`src/rtl/pipe_hazard_ctrl.sv`:
```
// Hazard/flush/hold sequencing controller for the 5-stage pipeline.
// Optional stall performance counter enabled by HAZ_PERF_CNT_EN.
module pipe_hazard_ctrl #(
  parameter int unsigned FLUSH_CYCLES = 2,
  parameter int unsigned CNT_W        = 16
) (
  input  logic             clk2,
  input  logic             rst_n,
  input  logic [31:0]      IF_ID_IR,
  input  logic [31:0]      ID_EX_IR,
  input  logic [2:0]       ID_EX_type,
  input  logic             branch_taken,
  input  logic             ex_busy,
  output logic             pc_write,
  output logic             if_id_write,
  output logic             id_ex_write,
  output logic             if_flush,
  output logic             cond_stage,
  output logic [1:0]       state,
  output logic [CNT_W-1:0] stall_cycles
);

  typedef enum logic [1:0] {
    RUN   = 2'b00,
    FLUSH = 2'b01,
    HOLD  = 2'b10,
    BAD   = 2'b11
  } state_t;

  state_t      r_state;
  logic [2:0]  r_flush_cnt;

  logic [6:0]  w_if_op;
  logic [4:0]  w_rd;
  logic        w_uses_rs1;
  logic        w_uses_rs2;
  logic        w_hz_lu;
  logic        w_unused_bits;

  assign w_if_op       = IF_ID_IR[6:0];
  assign w_rd          = ID_EX_IR[11:7];
  assign w_unused_bits = ^{IF_ID_IR[31:25], IF_ID_IR[14:7], ID_EX_IR[31:12]};

  always_comb begin
    w_uses_rs1 = 1'b0;
    w_uses_rs2 = 1'b0;
    case (w_if_op)
      7'b0110011, 7'b0100011, 7'b1100011: begin
        w_uses_rs1 = 1'b1;
        w_uses_rs2 = 1'b1;
      end
      7'b0010011, 7'b0000011, 7'b1100111: w_uses_rs1 = 1'b1;
      default: ;
    endcase
  end

  assign w_hz_lu = (ID_EX_type == 3'b000) && (ID_EX_IR[6:0] == 7'b0000011) &&
                   (w_rd != 5'd0) &&
                   ((w_uses_rs1 && (IF_ID_IR[19:15] == w_rd)) ||
                    (w_uses_rs2 && (IF_ID_IR[24:20] == w_rd)));

  // Outputs decode from the registered state (plus hz_lu in RUN); reset overrides.
  always_comb begin
    pc_write    = 1'b0;
    if_id_write = 1'b0;
    id_ex_write = 1'b0;
    if_flush    = 1'b0;
    cond_stage  = 1'b0;
    if (!rst_n) begin
      if_flush   = 1'b1;
      cond_stage = 1'b1;
    end else begin
      case (r_state)
        RUN: begin
          pc_write    = !w_hz_lu;
          if_id_write = !w_hz_lu;
          id_ex_write = 1'b1;
          cond_stage  = w_hz_lu;
        end
        FLUSH: begin
          pc_write    = 1'b1;
          if_id_write = 1'b1;
          id_ex_write = 1'b1;
          if_flush    = 1'b1;
          cond_stage  = 1'b1;
        end
        default: ;
      endcase
    end
  end

  assign state = r_state;

  always_ff @(posedge clk2 or negedge rst_n) begin
    if (!rst_n) begin
      r_state     <= RUN;
      r_flush_cnt <= '0;
    end else if (branch_taken) begin
      r_state     <= FLUSH;
      r_flush_cnt <= 3'(FLUSH_CYCLES - 1);
    end else begin
      case (r_state)
        FLUSH: begin
          if (r_flush_cnt == 3'd0) r_state <= RUN;
          else                     r_flush_cnt <= r_flush_cnt - 3'd1;
        end
        RUN:     if (ex_busy)  r_state <= HOLD;
        HOLD:    if (!ex_busy) r_state <= RUN;
        default: r_state <= RUN;
      endcase
    end
  end

`ifdef HAZ_PERF_CNT_EN
  logic [CNT_W-1:0] r_stall_cnt;

  always_ff @(posedge clk2 or negedge rst_n) begin
    if (!rst_n)
      r_stall_cnt <= '0;
    else if ((!pc_write || (r_state == FLUSH)) && (r_stall_cnt != '1))
      r_stall_cnt <= r_stall_cnt + 1'b1;
  end

  assign stall_cycles = r_stall_cnt;
`else
  assign stall_cycles = '0;
`endif

endmodule

```
`config.mk`:
```
export PLATFORM = sky130hd
export DESIGN_NAME = pipe_hazard_ctrl
export DESIGN_NICKNAME = d
export VERILOG_FILES = /design/src/rtl/pipe_hazard_ctrl.sv
export SDC_FILE = /design/constraint.sdc
export NUM_CORES = 1
export LEC_CHECK = 0
export BUFFER_PORTS_ARGS = -buffer_cell sky130_fd_sc_hd__buf_2
export CORE_MARGIN = 5
export CORE_UTILIZATION = 31
export CTS_CLUSTER_SIZE = 20
export DETAILED_ROUTE_END_ITERATION = 6
export GPL_ROUTABILITY_DRIVEN = 0
export PLACE_DENSITY = 0.86
export SYNTH_ARGS = -nofsm -noshare
export SYNTH_HDL_FRONTEND = slang
export SYNTH_SLANG_ARGS = --single-unit
export TNS_END_PERCENT = 1
```
`constraint.sdc`:
```
create_clock -name clk2 -period 2.1 [get_ports clk2]
set_input_delay 0 -clock clk2 [delete_from_list [all_inputs] [get_ports clk2]]
set_output_delay 0 -clock clk2 [all_outputs]
set_load 0.01 [all_outputs]
```
==> metrics.txt, run 1 <==
count leader, synth=buf_4; # DRC=0; max incr delay on CP=0.36 ns; routed wire length=approximately 1600 µm; pwr dens=~690 nW/µm²; largest net degree at the start of global routing=9; post-synth top area cell=buf_4; Post-Syn Instances=69; status=finished clean; grt ovf=0; final antenna-violating net count=0; Switching Share=39.5%; total CTS buffers=3; Psw=0.225 mW; Required @ worst endpoint=about 2.3 ns; Post-synth top cells=17 x buf_4, 7 x xor2_1, 5 x dfrtp_1, 5 x xnor2_1; Filler cells=roughly 190; RSZ-0062 raised after global routing=no; Vias=606; Worst setup SP type=flop; overall power=between 0.5 and 0.6 mW; first-pass GRT wire length=around 2100 µm; vias in the first global route=556; post-synth cell types=28; fin crit share=approximately two thirds; Leak=around 0.42 nW; maximum VDD drop=~0.37 mV; Clock Path Buffers=2; Worst Path Max Fanout=4; initial core utilization=around a third; setup bufs post-CTS=0; Worst EP arrival=between 1.5 and 2 ns; delay-heaviest family, CP=flip-flops; fmax=720 MHz; core area=a little under 2000 µm²; Internal=about 0.34 mW; final hold violations=0; std cell rows=16; crit end category=flop; port bufs=42; Top-Level Pins=94; clock net sink count=5; gr usage total=10.4%; syn_area_per_cell=8.83 µm²; clock group share of total power=between 20% and 30%; clock root buffer=clkbuf_4; Post-synth top flop=dfrtp_1; EDFF count, synth=0; Die ar.=around 3000 µm²; proportion of layout cells with a drive suffix above 1=between 40 and 50%; Resize count post-CTS=0; clock-pin slew on the worst setup and hold paths=about 0.050 ns; Buf/Inv on CP=1; drt first pass iters=2; top cells by area, synth=buf_4 21%, dfrtp_1 21%, xor2_1 10%; type of the tightest min-delay check=primary input to flop; combinational power share=between 50% and 60%; depth of the CTS H-tree=1; Die Y=54.3 µm; # hold bufs at CTS=2; crit-path cells=inv_1 -> ha_1 -> a21oi_1 -> mux2i_1 -> nor2b_1; Synth Cell Area=~600 µm²; initial antenna violation count=0; n_diodes=0; setup tns final=0 ns; Max Cap Violations=0; WS Path Type=flop to flop; register area share after synthesis=20.5%; part of the power in registers=~27%; # setup viols final=0; TritonCTS clock tree=built; DRT iter0 DRCs=1; Clock Skew=between 0.00015 and 0.0002 ns; Final HPWL DP=about 1400 µm; Area growth syn-to-layout=35.9%; Final #Nets=around 190; Yosys top cell area share=a little over a fifth; worst skew pair latency=0.25 ns; average wire per standard cell=roughly 12 µm; Tmin final=between 1 and 1.5 ns; vias per std cell=4.27; Synth async-reset ratio=100%; Final Max Tran Viols=0; Warnings, synthesis=0; Crit-path slowest cell=dfrtp_1; DIE WIDTH=between 50 and 60 µm; Synth Register Bits=5
## layer usage
| metal | wire length [µm] | GRT usage [%] | up-vias |
|---|---|---|---|
| li1 | - | - | 292 |
| met1 | 549 | 9.92 | 264 |
| met2 | 768 | 19.5 | 46 |
| met3 | 284 | 1.36 | 4 |
| met4 | 37 | 8.71 | 0 |
| met5 | 0 | 0 | - |
## worst reg2reg max path: stages, from the launching register on
cell and delay [ns]:
dfrtp_1 0.36, inv_1 0.07, ha_1 0.19, a21oi_1 0.33
mux2i_1 0.23, nor2b_1 0.15
## state kept, by name (all words and copies together), names as in the netlist
name         count
state            2
r_flush_cnt      3
## power groups by stage
stage                     Combinational (mW)  Sequential (mW)  Clock (mW)
final                                  0.296            0.155       0.118
after CTS                              0.300            0.157       0.123
after floorplan                        0.220            0.156           0
after detailed placement               0.291            0.158           0
after global placement                 0.282            0.153           0
after global routing                   0.340            0.163       0.127
## cell families (layout without fill, tap and decap cells)
| family | Yosys count | after routing | synth area share (%) |
|---|---|---|---|
| compound gates | 6 | 6 | 8.01 |
| simple gates | 22 | 22 | 25.1 |
| xor+xnor | 12 | 12 | 17.2 |
| buf+inv | 20 | 51 | 22.8 |
| flops | 5 | 5 | 20.5 |
| mux | 1 | 1 | 1.64 |
| other cells | 1 | 16 | 0.615 |
| fa+ha+maj | 2 | 2 | 4.11 |
## final timing paths
check	from	to	slack, ns	depth (start not counted)
min in group asynchronous	rst_n	r_flush_cnt[0]	0.11	2
hold reg to reg	state[0]	state[1]	0.50	1
hold / removal	ex_busy	state[1]	0.007	2
setup reg to reg	r_flush_cnt[0]	r_flush_cnt[1]	0.71	5
setup / recovery	r_flush_cnt[0]	r_flush_cnt[1]	0.71	5
max in group asynchronous	rst_n	state[0]	1.83	2
## layout by cell type (no fill, tap or decap), drive strengths merged, types with 2 or more instances in the layout
cell type,instances
buf,42
conb,16
xor2,7
xnor2,5
dfrtp,5
clkbuf,4
inv,3
nand2,3
nor2,3
nand3b,2
or4,2
nand2b,2
nor2b,2
ha,2
dlygate4sd3,2
nor3,2
## layout make-up
class,instances,area [µm²],area share [%]
Sequential cell,5,125,15.1
Tap cell,27,33.8,4.08
Inverter,3,11.3,1.36
Clock buffer,4,26.3,3.17
Timing Repair Buffer,44,230,27.8
Multi-Input combinational cell,59,402,48.5
## per-stage QoR
stage                     worst slack, ns  hold slack [ns]  cell area (µm²)  std cells  utilization (%)
after floorplan                     0.811           -0.296              666         84                -
after global placement              0.729           -0.162              782        136             40.7
after detailed placement            0.722           -0.160              782        136             40.7
after CTS                           0.696          0.00274              828        142             43.1
after global routing                0.558           0.0245              828        142             43.1
final                               0.711          0.00722              828        142             43.1
No activity file was read; power rests on OpenSTA's default activity.
==> run 2: changes to the inputs <==
CORE_UTILIZATION = 26   (was 31)
PLACE_DENSITY = 0.77   (was 0.86)
clock period = 1.2 ns   (was 2.1 ns; I/O delays follow)
==> run 2 against run 1 <==
Cell area increased by 17%. The flow now finishes with violations (setup timing). Non-clock buffer count increased by 10. Die area increased by 16%. Sequential share of layout area decreased by 2.2 points. Total power increased by 100%. First-iteration DRC count increased to 12 times the previous value. Sequential power increased by 75%. Critical path depth increased by 2.
==> metrics.txt, run 2 (synthesized netlist as in run 1, its figures left out) <==
status=finished with violations; Vias=636 (+5.0%); port bufs=42 (unchanged); depth of the CTS H-tree=1 (unchanged); Worst Path Max Fanout=2 (-2); failing checks=setup timing; final antenna-violating net count=0 (unchanged); Required @ worst endpoint=1.20 ns (-1.08 ns); overall power=1.16 mW (+100%); type of the tightest min-delay check=primary input to flop; vias per std cell=4.16 (-2.6%); fmax=about 740 MHz; GRT busiest layer=met2; Max Cap Violations=0 (unchanged); Tmin final=roughly 1.3 ns; met3 usage=3.51% (+2.1 points); DIE WIDTH=58.4 µm (+7.5%); Worst EP arrival=1.35 ns (-0.22 ns); Clock Skew=0.000755 ns (+0.000582 ns); vias in the first global route=668 (+20%); met1 Usage GRT=10.5% (+0.59 points); post-route setup slack=-0.145 ns (-0.857 ns); std cell rows=17 (+1); commonest non-fill, non-tap cell in the layout=buf_2; GR Util met2=17.7% (-1.8 points); clock-pin slew on the worst setup and hold paths=0.04 ns (about the same); delay-heaviest family, CP=simple AND/OR/NAND/NOR gates; TritonCTS clock tree=built; non-filler cells, final=153 (+7.7%); total CTS buffers=3 (unchanged); max reg flops=3 (unchanged); register with the most flip-flops=r_flush_cnt; largest net degree at the start of global routing=6 (-3); gr usage total=10.2% (-0.25 points); Leak=0.486 nW (+16%); core area=2230 µm² (+16%); Clock Path Buffers=2 (unchanged); clock root buffer=clkbuf_4; # setup viols final=3 (+3); Worst setup SP type=primary input; setup tns final=-0.416 ns (-0.416 ns); Top-Level Pins=94 (unchanged); Area growth syn-to-layout=58.9%; placed cell count=147 (+8.1%); first-pass GRT wire length=2620 µm (+23%); crit-path cells=buf_6 -> nand3b_1 -> or3_4 -> nor4_4 -> a31oi_2 -> o31a_1 -> buf_2; DRT iter0 DRCs=12 (+11); setup bufs post-CTS=0 (unchanged); fin crit share=112%; worst skew pair latency=0.24 ns (about the same); DP Area=862 µm² (+10%); drt first pass iters=4 (+2); Final Max Tran Viols=0 (unchanged); Die ar.=3410 µm² (+16%); Min Hold Slack=0.0136 ns (+0.00635 ns); maximum VDD drop=0.697 mV (+90%); # DRC=0 (unchanged); initial core utilization=27.3% (-4.4 points); grt ovf=0 (unchanged); initial antenna violation count=0 (unchanged); Final #Nets=199 (+5.3%); pwr dens=1190 nW/µm² (+74%); crit end category=primary output; n_diodes=0 (unchanged); routed wire length=1740 µm (+6.3%); RSZ-0062 raised after global routing=yes; WS Path Type=primary input to primary output; most frequent cells in the layout=41 x buf_2, 16 x conb_1, 10 x buf_4, 7 x xor2_1, 5 x dfrtp_1; max incr delay on CP=0.41 ns (+0.05 ns); design area=968 µm² (+17%); proportion of layout cells with a drive suffix above 1=53.6% (+11 points); clock net sink count=5 (unchanged); average wire per standard cell=11.4 µm (-1.4%); Crit-path slowest cell=or3_4; final hold violations=0 (unchanged); Final HPWL DP=1530 µm (+8.2%); Die Y=58.4 µm (+7.5%); Buf/Inv on CP=2 (+1)
==> run 2: worst register-to-register path: cells and delay by family (launching register included) <==
family,cells,cell delay [ns]
flops,1,0.34
compound gates,1,0.18
simple gates,1,0.14
fa+ha+maj,1,0.19
mux,1,0.19
buf+inv,1,0.06
==> run 2: path summary, 6_finish.rpt <==
kind,from,to,slack (ns),cells after the start
max,IF_ID_IR[3],if_id_write,-0.15,7
min,ex_busy,state[1],0.01,2
max reg2reg,r_flush_cnt[0],r_flush_cnt[1],0.04,5
min reg2reg,state[0],state[1],0.54,1
max in group asynchronous,rst_n,state[0],0.80,2
min in group asynchronous,rst_n,r_flush_cnt[1],0.20,2
==> run 2: repair_timing <==
action | 4_1_cts | 5_1_grt
gates resized for setup | 5 | 5
setup endpoints to repair | 5 | 6
pin swaps | 1 | 0
hold buffers | 2 | 0
hold endpoints to repair | 8 | 0
==> run 2: area by class of cell <==
cell class / count / area (µm²)
Tap cell: 28 / 35.0
Sequential cell: 5 / 125
Multi-Input combinational cell: 59 / 459
Inverter: 3 / 11.3
Fill cell: 232 / 1260
Clock buffer: 4 / 26.3
Timing Repair Buffer: 54 / 312
==> run 2: power breakdown <==
group / internal (mW) / total [mW] / switching, mW
Clock: 0.126 / 0.194 / 0.0682
Combinational: 0.358 / 0.691 / 0.333
Sequential: 0.233 / 0.271 / 0.0388
Total: 0.717 / 1.16 / 0.440
==> run 2: stage by stage <==
| step | setup slack (ns) | util (%) |
|---|---|---|
| 2_1_floorplan | -0.0209 | - |
| 3_3_place_gp | -0.167 | 38.6 |
| 3_5_place_dp | -0.178 | 38.6 |
| 4_1_cts | -0.150 | 41.9 |
| 5_1_grt | -0.211 | 43.4 |
| 6_report | -0.145 | 43.4 |
==> run 2: routing by layer <==
metal	wire length (µm)	part of all wire [%]
met5	0	0
met4	21	1.2
met3	218	13
met2	898	52
met1	604	35
